--- config.mk ---
export PLATFORM = sky130hd
export DESIGN_NAME = gray_counter_n
export DESIGN_NICKNAME = d
export VERILOG_FILES = /design/src/rtl/gray_counter_n.sv
export SDC_FILE = /design/constraint.sdc
export NUM_CORES = 1
export LEC_CHECK = 0
export ABC_AREA = 1
export BUFFER_PORTS_ARGS = -buffer_cell sky130_fd_sc_hd__buf_2
export CORE_AREA = 2 2 39 41
export DETAILED_ROUTE_END_ITERATION = 8
export DIE_AREA = 0 0 41 43
export SLEW_MARGIN = 25
export SYNTH_ARGS = -nofsm -noshare
export SYNTH_HDL_FRONTEND = slang
export SYNTH_SLANG_ARGS = --single-unit
--- constraint.sdc ---
create_clock -name Clk -period 1.66 [get_ports Clk]
set_clock_uncertainty 0.2 [all_clocks]
set_input_delay 0.249 -clock Clk [delete_from_list [all_inputs] [get_ports Clk]]
set_output_delay 0.249 -clock Clk [all_outputs]
set_load 0.005 [all_outputs]
--- src/rtl/gray_counter_n.sv ---
// rtl/gray_counter_n.sv - parametrised up/down Gray counter with load, wrap/saturate, overflow
module gray_counter_n #(
  parameter int               WIDTH     = 3,
  parameter int               WRAP_MODE = 1,
  parameter logic [WIDTH-1:0] RST_BIN   = '0
) (
  input  logic             Clk,
  input  logic             Reset,
  input  logic             En,
  input  logic             Dir,
  input  logic             Load,
  input  logic [WIDTH-1:0] LoadVal,
  input  logic             ClrOvf,
  output logic [WIDTH-1:0] Output,
  output logic [WIDTH-1:0] Bin,
  output logic             Overflow,
  output logic             Wrap
);

  localparam logic [WIDTH-1:0] BIN_MAX = {WIDTH{1'b1}};
  localparam logic [WIDTH-1:0] BIN_ONE = {{(WIDTH-1){1'b0}}, 1'b1};
  localparam logic [WIDTH-1:0] RST_GRAY = RST_BIN ^ (RST_BIN >> 1);

  logic [WIDTH-1:0] bin_nxt;
  logic             evt;

  always_comb begin
    bin_nxt = Bin;
    evt     = 1'b0;
    if (Load) begin
      bin_nxt = LoadVal;
    end else if (En) begin
      if (Dir) begin
        if (Bin == BIN_MAX) begin
          evt = 1'b1;
          if (WRAP_MODE != 0) bin_nxt = '0;
        end else begin
          bin_nxt = Bin + BIN_ONE;
        end
      end else begin
        if (Bin == '0) begin
          evt = 1'b1;
          if (WRAP_MODE != 0) bin_nxt = BIN_MAX;
        end else begin
          bin_nxt = Bin - BIN_ONE;
        end
      end
    end
  end

  // Gray is derived from the next binary value so Output and Bin move on the same edge.
  always_ff @(posedge Clk or posedge Reset) begin
    if (Reset) begin
      Bin      <= RST_BIN;
      Output   <= RST_GRAY;
      Overflow <= 1'b0;
      Wrap     <= 1'b0;
    end else begin
      Bin    <= bin_nxt;
      Output <= bin_nxt ^ (bin_nxt >> 1);
      Wrap   <= evt;
      if (evt)
        Overflow <= 1'b1;
      else if (ClrOvf)
        Overflow <= 1'b0;
    end
  end

endmodule

==> impl_metrics.ini, run 1 <==
[global_route]
grt_max_degree = 8
grt_pass1_vias = 376
grt_overflow = 0
grt_pass1_wl_um = 1500
grt_usage = 0.127
grt_antenna_before_repair = 0

[yosys]
synth_cells = 65
syn_area_um2 = 457
ys_seq_area_frac = 0.384
synth_top_area_share = 0.384
syn_nets = 78
ys_types = 15
yosysTopAreaCell = dfrtp_1
synth.avg_cell_area_um2 = 7.03
synth-seq-cells = 7
synthTopCellsByArea = dfrtp_1, nand2_1, ha_1, inv_1, nor2_1
ys_warn_count = 0

[clocking]
cts.sinks = 7
worstSkewPairLatency_ns = 0.25
cts_tree = yes
cts_root_buffer = clkbuf_4
cts-buffers-inserted = 3
cts_htree_levels = 1
clockBufferDepth = 2
cts.clk_slew.worst_paths_ns = 0.05

[power_and_ir_drop]
leakagePower_nw = 0.371
power.total_mw = 0.512
power-per-cell-area_mw_per_mm2 = 815
vdd_drop_max_v = 0.000484

[finish]
final_common_cell = nand2_1
area_delta_synth_final_pct = 37.5
register_area_um2 = 175
nFillCells = 146
drive_gt1_frac = 0.341
design_area_um2 = 628
mostFrequentLayoutCells = nand2_1, buf_2, inv_1
multiInputGateArea_um2 = 243
num_antenna_cells = 0
final_nets = 102

[floorplan]
core-area_mm2 = 0.00138
initial_utilization = 0.330
die_y_um = 43
rows = 14
die_area_mm2 = 0.00176
num_io_pins = 17
die_w_um = 41

[setup_path]
crit_required_ns = 1.60
reg2reg_slack_ns = 0.03
startpoint_type = flop
r2r_end = Output[0]
critical_path_class = flop to flop
ff2ff_path_depth = 10
endpoint_kind = flop
r2r_start = Bin[1]
crit_fanout = 4
cp.arrival_ns = 1.57

[min_path]
whs_endpoint = Bin[1]
min_from = LoadVal[1]
hp-class = input pin to flop
holdPathStages = 3

[status]
status = finished, final reports clean

[placed_design]
routabilityCongestion = 0.734
dpl_cell_area_um2 = 557
portBuffers = 16
dpl.hpwl_um = 743
pre_cts_slack_ns = 0.0351

[sta]
clock.fmax_ghz = 0.613
drv_slew = 0
rsz0062_at_grt = yes
period_share = 0.982
setup_viol = 0
period_minus_slack_ns = 1.63
max_slew_margin = 0.821
hold_violations = 0
setup_ws_ns = 0.0297
tightest_slew_ns = 0.268
holdWs_ns = 0.116

[run]
maxCapViolations = 0

[drt]
wl_per_cell_um = 9.60
vias = 456
drcViolationCount = 0
drt-total-wl_um = 998
first_pass_iters = 4
vias_per_cell = 4.38
drt_iter0_markers = 12
ant_nets = 0
[report_power, final]
group	leakage, nW	switching, mW	internal, mW	total [mW]
clock	0.0150	0.0601	0.0916	0.152
combinational	0.270	0.0871	0.0717	0.159
sequential	0.0855	0.0113	0.190	0.202
[cell type report]
cell class | instances | share of cell area
clock buffers | 4 | 0.0418
repair buffers | 20 | 0.183
multi-input cells | 44 | 0.386
flip-flops and latches | 7 | 0.279
well taps | 16 | 0.0319
inverters | 13 | 0.0777
[how the worst max path moves through the flow]
stage	startpoint	end	slack [ns]	cells after the start
finish	Bin[1]	Output[0]	0.03	10
global route	Bin[1]	Output[1]	-0.1	9
CTS	Bin[0]	Output[0]	0.02	9
detailed placement	Bin[0]	Output[0]	0.04	9
global placement	Bin[1]	Output[1]	0.04	9
floorplan	Bin[0]	Output[1]	0.12	10
[critical path, cell delays in order (launching register included)]
cell,delay [ns]
dfrtp_1,0.39
ha_2,0.21
ha_4,0.13
nand2_2,0.06
buf_4,0.13
nand2_1,0.06
nand3_1,0.07
nand2_1,0.11
inv_1,0.07
nand2_1,0.06
nand2_1,0.05
[routing by layer]
metal	track usage	routed length, um	vias to the layer above
li1	-	-	243
met1	0.157	453	199
met2	0.188	485	14
met3	0.0785	60	0
met4	0.0200	0	0
met5	0	0	-
[cells by family (layout without fill, tap and decap cells)]
group / after synthesis / after routing / synth area share
AND/OR/NAND/NOR: 34 / 34 / 0.307
buffers and inverters: 14 / 37 / 0.123
flip-flops: 7 / 7 / 0.384
AO/OA/AOI/OAI: 6 / 6 / 0.0767
adder cells (fa/ha/maj): 4 / 4 / 0.110
[stage by stage]
stage / setup TNS (ns) / cells / util
3_3_place_gp: 0 / 97 / 0.402
2_1_floorplan: 0 / 65 / -
4_1_cts: 0 / 103 / 0.436
3_5_place_dp: 0 / 97 / 0.402
6_report: 0 / 104 / 0.454
5_1_grt: -0.189 / 104 / 0.454
[cells in the mapped netlist]
library cell / count
a21oi_2: 1
a21oi_1: 3
nor2_1: 6
nand2_2: 1
a31oi_1: 1
nand3_1: 4
inv_2: 3
or2_1: 1
inv_1: 10
dfrtp_1: 7
nor2_2: 1
o21ai_0: 1
ha_1: 4
buf_4: 1
nand2_1: 21
[sequential cells by signal (all words and copies together), names as in the netlist]
name      cells
Wrap          1
Overflow      1
Output        2
Bin           3
[what timing repair did]
action	4_1_cts	5_1_grt
resized for setup	0	4
endpoints found under the setup margin	0	3
hold buffers	2	0
endpoints found under the hold margin	8	0
buffers inserted	0	1
Note: power is estimated with default switching activity, not from simulation.
==> inputs of run 2 (changes only) <==
clock period = 1.4 ns   (was 1.66 ns; I/O delays follow)
==> run 2 against run 1 <==
  * Flip-flop and latch count unchanged
  * First-iteration DRC count decreased by 75%
  * Die area unchanged
  * Final cell count increased by 1.9%
  * The flow now finishes with violations (negative setup slack)
  * Sequential share of layout area decreased by 2.1 points
  * Via count increased by 3.7%
  * Core utilization increased by 3.6 points
==> impl_metrics.ini, run 2 (synthesized netlist as in run 1, its figures left out) <==
[sta]
max_slew_margin = 0.828
setup_ws_ns = -0.225
period_share = 1.16
setup_viol = 4
hold_violations = 0
drv_slew = 0
rsz0062_at_grt = yes
period_minus_slack_ns = 1.62
tightest_slew_ns = 0.257
clock.fmax_ghz = 0.615
tns_ns = -0.617

[floorplan]
die_w_um = 41
core-area_mm2 = 0.00138
rows = 14
initial_utilization = 0.330
num_io_pins = 17
die_y_um = 43
die_area_mm2 = 0.00176

[min_path]
hp-class = input pin to flop

[setup_path]
crit_required_ns = 1.33
crit_fanout = 3
endpoint_kind = flop
critical_path_class = flop to flop
startpoint_type = flop
cp.arrival_ns = 1.56

[global_route]
grt_max_degree = 8
grt_pass1_vias = 383
grt_pass1_wl_um = 1510
grt_usage = 0.126
grt_antenna_before_repair = 0
grt_overflow = 0

[status]
status = finished, violations left
violations = negative setup slack

[finish]
reg_top3 = Bin (3), Output (2)
final_core_util = 0.490
final_nets = 104
area_delta_synth_final_pct = 48.5
final_common_cell = buf_2
nFillCells = 148
mostFrequentLayoutCells = buf_2, nand2_1, inv_1
top_register = Bin
drive_gt1_frac = 0.489
multiInputGateArea_um2 = 278
largest_reg_flops = 3
num_antenna_cells = 0
register_area_um2 = 175

[clocking]
cts.sinks = 7
cts_htree_levels = 1
cts_root_buffer = clkbuf_4
worstSkewPairLatency_ns = 0.25
clockBufferDepth = 2
cts-buffers-inserted = 3
cts.clk_slew.worst_paths_ns = 0.05
cts_tree = yes

[drt]
ant_nets = 0
first_pass_iters = 4
wl_per_cell_um = 9.09
drt_iter0_markers = 3
drt-total-wl_um = 964
vias = 473
drcViolationCount = 0
vias_per_cell = 4.46

[power_and_ir_drop]
power-per-cell-area_mw_per_mm2 = 940
power_report.internal_total_mw = 0.437
seqPwrFrac = 0.373
vdd_drop_max_v = 0.000522
p_switching_mw = 0.200
leakagePower_nw = 0.388
p_comb_frac = 0.346
p_clk_frac = 0.281
switching_share = 0.314

[placed_design]
dpl.hpwl_um = 797
routabilityCongestion = 0.761
portBuffers = 16

[run]
maxCapViolations = 0
run 2: final timing paths:
| kind | slack, ns | from | cells after the start | end |
|---|---|---|---|---|
| setup / recovery | -0.22 | Bin[0] | 9 | Output[1] |
| hold / removal | 0.08 | LoadVal[1] | 3 | Bin[1] |
| setup reg to reg | -0.22 | Bin[0] | 9 | Output[1] |
| hold reg to reg | 0.31 | Overflow | 2 | Overflow |
| max in group asynchronous | 0.57 | Reset | 3 | Output[0] |
| min in group asynchronous | 0.22 | Reset | 3 | Wrap |
run 2: metal layers:
metal  GRT usage  vias to the layer above  wire length [um]
met1       0.152                      214               428
met3      0.0628                        0                52
met5           0                        -                 0
met4      0.0200                        0                 0
met2       0.197                       13               483
li1            -                      246                 -
run 2: power by group through the flow:
stage          clock network (mW)  logic, mW  registers, mW
2_1_floorplan                   0      0.112          0.248
3_3_place_gp                    0      0.192          0.241
3_5_place_dp                    0      0.192          0.242
4_1_cts                     0.189      0.201          0.238
5_1_grt                     0.197      0.248          0.241
6_report                    0.179      0.221          0.238
run 2: area by class of cell:
class                      instances  area share
multi-input combinational         44       0.410
sequential                         7       0.258
timing repair buffer              22       0.192
inverter                          13      0.0720
clock buffer                       4      0.0387
tap                               16      0.0295
run 2: per-stage QoR:
step | instance area, um^2 | hold WS [ns] | std cells | setup WS [ns] | total power, mW
4_1_cts | 641 | 0.0757 | 106 | -0.220 | 0.629
6_report | 678 | 0.0797 | 106 | -0.225 | 0.637
3_3_place_gp | 587 | -0.0591 | 99 | -0.192 | 0.432
5_1_grt | 678 | 0.105 | 106 | -0.309 | 0.687
2_1_floorplan | 472 | -0.187 | 65 | -0.115 | 0.360
3_5_place_dp | 587 | -0.0500 | 99 | -0.224 | 0.434
run 2: timing repair:
action                                  CTS  global route
endpoints found under the setup margin    4             6
resized for setup                         0            15
pin swaps                                 7             8
hold endpoints to repair                  8             0
setup buffers                             1             0
hold buffers                              2             0
run 2: critical path, stage by stage, from the launching register on:
cell     delay [ns]
dfrtp_1        0.40
ha_2           0.21
ha_4           0.25
nor2_1         0.03
nor2_1         0.08
nand2_1        0.07
nand2_2        0.08
nand2_2        0.07
nand2_1        0.06
nand2_1        0.06
